## config.mk

```make
export PLATFORM = sky130hd
export DESIGN_NAME = cram_loader_flat
export DESIGN_NICKNAME = d
export VERILOG_FILES = /design/src/rtl/cram_loader_if.sv /design/src/rtl/cram_loader.sv /design/src/flat_wrapper.sv
export SDC_FILE = /design/constraint.sdc
export NUM_CORES = 1
export LEC_CHECK = 0
export BUFFER_PORTS_ARGS = -buffer_cell sky130_fd_sc_hd__buf_2
export CELL_PAD_IN_SITES_DETAIL_PLACEMENT = 1
export CELL_PAD_IN_SITES_GLOBAL_PLACEMENT = 2
export CORE_ASPECT_RATIO = 0.8
export CORE_MARGIN = 5
export CORE_UTILIZATION = 29
export DETAILED_ROUTE_END_ITERATION = 7
export PLACE_DENSITY = 0.85
export SLEW_MARGIN = 20
export SYNTH_ARGS = -nofsm -noshare
export SYNTH_HDL_FRONTEND = slang
export SYNTH_SLANG_ARGS = --single-unit
```

## constraint.sdc

```tcl
create_clock -name clk -period 1.6 [get_ports clk]
set_input_delay 0.08 -clock clk [delete_from_list [all_inputs] [get_ports clk]]
set_output_delay 0.08 -clock clk [all_outputs]
set_load 0.01 [all_outputs]
```

## src/rtl/cram_loader_if.sv

```systemverilog
`default_nettype none
// ============================================================================
// Module   : cram_loader_if
// Brief    : Bitstream word handshake between the bitstream source and the
//            CRAM configuration loader.
// Revision : 1.0 - initial release
// ============================================================================
interface cram_loader_if #(
    parameter int WORD_W = 16
);
    logic [2*WORD_W-1:0] bs_data;
    logic                bs_valid;
    logic                bs_ready;

    modport master (
        output bs_data,
        output bs_valid,
        input  bs_ready
    );

    modport slave (
        input  bs_data,
        input  bs_valid,
        output bs_ready
    );
endinterface
`default_nettype wire

```

## src/rtl/cram_loader.sv

```systemverilog
`default_nettype none
// ============================================================================
// Module   : cram_loader
// Brief    : Serializes 32-bit bitstream words onto the two CB CRAM shift
//            chains (banks A/B) and checks the chain tails for stuck zeros.
// Revision : 1.0 - initial release
// ============================================================================
module cram_loader #(
    parameter int CHAIN_LEN = 30,
    parameter int WORD_W    = 16
) (
    input  logic         clk,
    input  logic         nrst,
    input  logic         start,
    input  logic         check_ones,
    cram_loader_if.slave bs,
    output logic         config_en,
    output logic         config_data_outA,
    output logic         config_data_outB,
    input  logic         config_data_inA,
    input  logic         config_data_inB,
    output logic         busy,
    output logic         done,
    output logic         chain_err
);

    localparam int c_REM_W = $clog2(CHAIN_LEN + 1);
    localparam int c_WC_W  = $clog2(WORD_W + 1);

    localparam logic [c_REM_W-1:0] c_CHAIN_LEN = c_REM_W'(CHAIN_LEN);
    localparam logic [c_WC_W-1:0]  c_WORD_CNT  = c_WC_W'(WORD_W);
    localparam logic [c_REM_W-1:0] c_REM_ONE   = c_REM_W'(1);
    localparam logic [c_WC_W-1:0]  c_WC_ONE    = c_WC_W'(1);

    typedef enum logic [1:0] {
        S_IDLE  = 2'd0,
        S_FETCH = 2'd1,
        S_SHIFT = 2'd2,
        S_DONE  = 2'd3
    } state_t;

    state_t              r_state;
    state_t              w_state_nxt;
    logic [WORD_W-1:0]   r_sh_a;
    logic [WORD_W-1:0]   r_sh_b;
    logic [c_REM_W-1:0]  r_rem;
    logic [c_WC_W-1:0]   r_wcnt;
    logic                r_check;
    logic                r_err;
    logic [c_WC_W-1:0]   w_take;

    // Bits to take from the next word: a full word, or what is left of the chain
    always_comb begin
        if (32'(r_rem) < 32'(WORD_W)) begin
            w_take = c_WC_W'(r_rem);
        end else begin
            w_take = c_WORD_CNT;
        end
    end

    always_ff @(posedge clk or negedge nrst) begin
        if (!nrst) begin
            r_state <= S_IDLE;
        end else begin
            r_state <= w_state_nxt;
        end
    end

    always_comb begin
        w_state_nxt = r_state;
        case (r_state)
            S_IDLE: begin
                if (start) begin
                    w_state_nxt = S_FETCH;
                end
            end
            S_FETCH: begin
                if (bs.bs_valid) begin
                    w_state_nxt = S_SHIFT;
                end
            end
            S_SHIFT: begin
                if (r_wcnt <= c_WC_ONE) begin
                    w_state_nxt = (r_rem <= c_REM_ONE) ? S_DONE : S_FETCH;
                end
            end
            default: begin
                w_state_nxt = S_IDLE;
            end
        endcase
    end

    always_ff @(posedge clk or negedge nrst) begin
        if (!nrst) begin
            r_sh_a  <= '0;
            r_sh_b  <= '0;
            r_rem   <= '0;
            r_wcnt  <= '0;
            r_check <= 1'b0;
            r_err   <= 1'b0;
        end else begin
            case (r_state)
                S_IDLE: begin
                    if (start) begin
                        r_check <= check_ones;
                        r_rem   <= c_CHAIN_LEN;
                        r_err   <= 1'b0;
                    end
                end
                S_FETCH: begin
                    if (bs.bs_valid) begin
                        r_sh_a <= bs.bs_data[WORD_W-1:0];
                        r_sh_b <= bs.bs_data[2*WORD_W-1:WORD_W];
                        r_wcnt <= w_take;
                    end
                end
                S_SHIFT: begin
                    r_sh_a <= {r_sh_a[WORD_W-2:0], 1'b0};
                    r_sh_b <= {r_sh_b[WORD_W-2:0], 1'b0};
                    if (r_rem != '0) begin
                        r_rem <= r_rem - c_REM_ONE;
                    end
                    if (r_wcnt != '0) begin
                        r_wcnt <= r_wcnt - c_WC_ONE;
                    end
                    // Tails still carry reset ones while the new data travels the chain
                    if (r_check && !(config_data_inA && config_data_inB)) begin
                        r_err <= 1'b1;
                    end
                end
                default: begin
                end
            endcase
        end
    end

    assign bs.bs_ready       = (r_state == S_FETCH);
    assign config_en         = (r_state == S_SHIFT);
    assign config_data_outA  = (r_state == S_SHIFT) & r_sh_a[WORD_W-1];
    assign config_data_outB  = (r_state == S_SHIFT) & r_sh_b[WORD_W-1];
    assign busy              = (r_state != S_IDLE);
    assign done              = (r_state == S_DONE);
    assign chain_err         = r_err;

endmodule
`default_nettype wire
```

## src/flat_wrapper.sv

```systemverilog
// flat-port wrapper written by rule: the top's interface ports become plain ports
module cram_loader_flat 
#(
    parameter int CHAIN_LEN = 30,
    parameter int WORD_W    = 16
)
  (clk, nrst, start, check_ones, config_en, config_data_outA, config_data_outB, config_data_inA, config_data_inB, busy, done, chain_err, bs_bs_data, bs_bs_valid, bs_bs_ready);
  cram_loader_if #(.WORD_W(WORD_W)) bs_i ();
  input  logic clk;
  input  logic nrst;
  input  logic start;
  input  logic check_ones;
  output logic config_en;
  output logic config_data_outA;
  output logic config_data_outB;
  input  logic config_data_inA;
  input  logic config_data_inB;
  output logic busy;
  output logic done;
  output logic chain_err;
  input wire logic [$bits(bs_i.bs_data)-1:0] bs_bs_data;
  input wire logic [$bits(bs_i.bs_valid)-1:0] bs_bs_valid;
  output wire logic [$bits(bs_i.bs_ready)-1:0] bs_bs_ready;
  assign bs_i.bs_data = bs_bs_data;
  assign bs_i.bs_valid = bs_bs_valid;
  assign bs_bs_ready = bs_i.bs_ready;
  cram_loader #(.CHAIN_LEN(CHAIN_LEN), .WORD_W(WORD_W)) u_core (.clk(clk), .nrst(nrst), .start(start), .check_ones(check_ones), .bs(bs_i), .config_en(config_en), .config_data_outA(config_data_outA), .config_data_outB(config_data_outB), .config_data_inA(config_data_inA), .config_data_inB(config_data_inB), .busy(busy), .done(done), .chain_err(chain_err));
endmodule
```

==> flow_summary.json <==
{
  "ir_drop_mv": 0.437,
  "hold_viol": 0,
  "yosysWarnings": 0,
  "std_cell_rows": 29,
  "grt_setup_unrepaired": "true",
  "netlist_area_sq_um": 2320,
  "io_pins": 46,
  "fin_total_pwr_mw": 5.40,
  "period_needed_ns": 1.60,
  "wl_met1_um": 2980,
  "ff2ff_path_depth": 6,
  "setup_viol_count_final": 1,
  "clk_latency_ns": 0.30,
  "synth_flop_cell": "dfrtp_1",
  "worstPathCellList": "inv_2 -> ha_4 -> or3b_4 -> or3_4 -> a21oi_2 -> a21oi_1",
  "fin_util_pct": 37.1,
  "start_kind": "register",
  "drc": 0,
  "wl_met3_um": 230,
  "clkPwrFrac_pct": 16.4,
  "finalCritPeriodShare_pct": 100,
  "drt-vias-per-instance": 4.81,
  "p_comb_share_pct": 44.4,
  "grt_pass1_wl_um": 10600,
  "netlist.area_leader.share_pct": 49.6,
  "drv_slew": 0,
  "cts_root_buf": "clkbuf_8",
  "hold_ws_ns": 0.0204,
  "final_common_cell": "nand2_1",
  "setup_ws_ns": -0.00398,
  "clkTransAtPathRegs_ns": 0.08,
  "p_int_mw": 3.31,
  "multi_input_comb_area_sq_um": 1080,
  "place_congestion": 0.837,
  "cts_buffer_depth": 2,
  "htreeDepth": 2,
  "yosysSeqAreaShare_pct": 49.6,
  "seqPwrFrac_pct": 39.2,
  "stdcell_count": 439,
  "path_max_fanout": 3,
  "register_area_sq_um": 1150,
  "r2r-end": "u_core.r_wcnt[1]",
  "die_y_um": 90.0,
  "antenna_found_initial": 0,
  "async_flop_share_pct": 100,
  "required_ns": 1.79,
  "switching_share_pct": 38.7,
  "postRouteAntennaNets": 0,
  "yosys.area.top_type": "dfrtp_1",
  "first_global_vias": 2270,
  "hold_depth": 2,
  "numCtsBuffers": 5,
  "ys_types": 37,
  "drt_iter0_drc": 72,
  "highest_layer": "met4",
  "final_cell_mix": "nand2_1 (74), dfrtp_1 (46), buf_2 (45)",
  "fin_nets": 375,
  "synth.avg_cell_area_sq_um": 8.48,
  "drive_above_1_share_pct": 26.0,
  "wl_per_cell_um": 14.4,
  "core_sq_um": 7870,
  "rrSetupSlack_ns": -0.004,
  "vias": 2111,
  "crit_arrival_ns": 1.80,
  "fillers": 975,
  "cts.sinks": 46,
  "slowest_stage": "dfrtp_1",
  "grt.overflow.total": 0,
  "fmax_mhz": 623,
  "dieArea_sq_um": 9910,
  "met2_length_um": 3000,
  "min_path_type": "in -> reg",
  "grt_max_degree": 35,
  "worstSetupPathType": "reg -> reg",
  "syn-num-nets": 318,
  "firstDrtPassIters": 4,
  "reg2reg_from": "u_core.r_wcnt[1]",
  "maxSlewHeadroom_pct": 67.3,
  "switchingPower_mw": 2.09,
  "slowest_delay_ns": 0.40,
  "hold_path_startpoint": "check_ones",
  "powerDensity_nw_per_um2": 1850,
  "dp_cells": 428,
  "setup.worst_path.end_class": "register",
  "tightest_slew_ns": 0.490,
  "synth_edf_count": 0,
  "wl_um": 6300,
  "finalClockSkew_ns": 0.00589,
  "hold_path_end": "u_core.r_check",
  "num_antenna_cells": 0,
  "syn_to_final_growth_pct": 25.6,
  "die_x_um": 110,
  "dpl.hpwl_um": 4680,
  "port_buffers": 45,
  "ys_ff_latch": 46,
  "track_usage_pct": 13.3,
  "drv_cap": 0,
  "violations": "negative setup slack",
  "outcome": "finished, violations left",
  "start_util_pct": 29.5,
  "syn_inst": 274,
  "p_leak_nw": 1.39,
  "cts_tree": "built",
  "synthTopCellsByArea": "dfrtp_1 (50%), nand2_1 (12%), a31oi_1 (8.4%), nor2_1 (5.5%), ha_1 (2.7%)",
  "place_worst_setup_slack_ns": -0.109
}
## per-stage QoR
step,TNS [ns],cell area [sq um]
2_1_floorplan,-0.00343,2320
4_1_cts,0,2900
6_report,-0.00398,2920
3_3_place_gp,0,2750
5_1_grt,-0.153,2920
3_5_place_dp,-0.163,2750
## power groups by stage
stage          combinational (mW)  clock, mW  sequential [mW]
3_5_place_dp                 2.32          0             2.13
4_1_cts                      2.39      0.914             2.12
3_3_place_gp                 2.21          0             2.09
5_1_grt                      2.73      0.968             2.19
6_report                     2.40      0.884             2.12
2_1_floorplan                1.59          0             2.03
## logic make-up (layout without fill, tap and decap cells)
logic type | after synthesis | after routing | synth area share [%]
DFF | 46 | 46 | 49.6
AOI/OAI and AO/OA | 62 | 62 | 16.6
and+or+nand+nor | 132 | 132 | 24.4
adders and majority gates | 5 | 5 | 2.69
buffers and inverters | 25 | 82 | 4.96
muxes | 4 | 4 | 1.78
## worst max-delay path, delay by kind of cell, from the launching register on
| kind | cells | cell delay (ns) |
|---|---|---|
| AND/OR/NAND/NOR | 2 | 0.73 |
| AO/OA/AOI/OAI | 2 | 0.17 |
| flip-flops | 1 | 0.40 |
| buffers and inverters | 1 | 0.08 |
| adder cells (fa/ha/maj) | 1 | 0.12 |
## sequential cells by signal (all words and copies together) (netlist names)
register / count
u_core.r_sh_a: 16
u_core.r_sh_b: 16
u_core.r_rem: 5
u_core.r_wcnt: 5
u_core.r_state: 2
u_core.chain_err: 1
u_core.r_check: 1
## Yosys cell counts, types with 4 or more instances
library cell,number
o21ai_0,11
a21oi_1,7
inv_1,6
clkbuf_1,10
nor2_1,34
a31oi_1,31
nand3_1,4
and2_1,4
buf_2,5
dfrtp_1,46
nand2_1,74
ha_1,5
## worst max path at each step
stage,start,end,slack [ns],cells past startpoint
after floorplan,u_core.r_wcnt[1],u_core.r_wcnt[1],-0.003,6
after global placement,u_core.r_wcnt[1],u_core.r_wcnt[0],0.02,7
after detailed placement,u_core.r_wcnt[1],u_core.r_wcnt[0],-0.11,7
after CTS,u_core.r_wcnt[1],u_core.r_wcnt[1],0.004,6
after global routing,u_core.r_wcnt[1],u_core.r_wcnt[1],-0.09,6
final,u_core.r_wcnt[1],u_core.r_wcnt[1],-0.004,6
## repair_timing
action | CTS | global route
setup endpoints to repair | 3 | 21
resized for setup | 5 | 3
pin swaps | 0 | 0
hold endpoints to repair | 18 | 0
hold buffers | 1 | 0
buffers inserted | 1 | 2
## per-layer routing
layer	global-route usage, %	up-vias
met5	0	-
met3	3.80	11
met1	16.9	1025
met4	4.15	0
met2	21.8	36
li1	-	1039
## final cells by class
class                      instances  share of cell area, %
multi-input combinational        203                   36.9
tap                              108                   4.63
timing repair buffer              68                   14.2
clock inverter                     1                   1.03
clock buffer                       6                   2.83
sequential                        46                   39.5
inverter                           7                  0.986
Note: power is estimated with default switching activity, not from simulation.
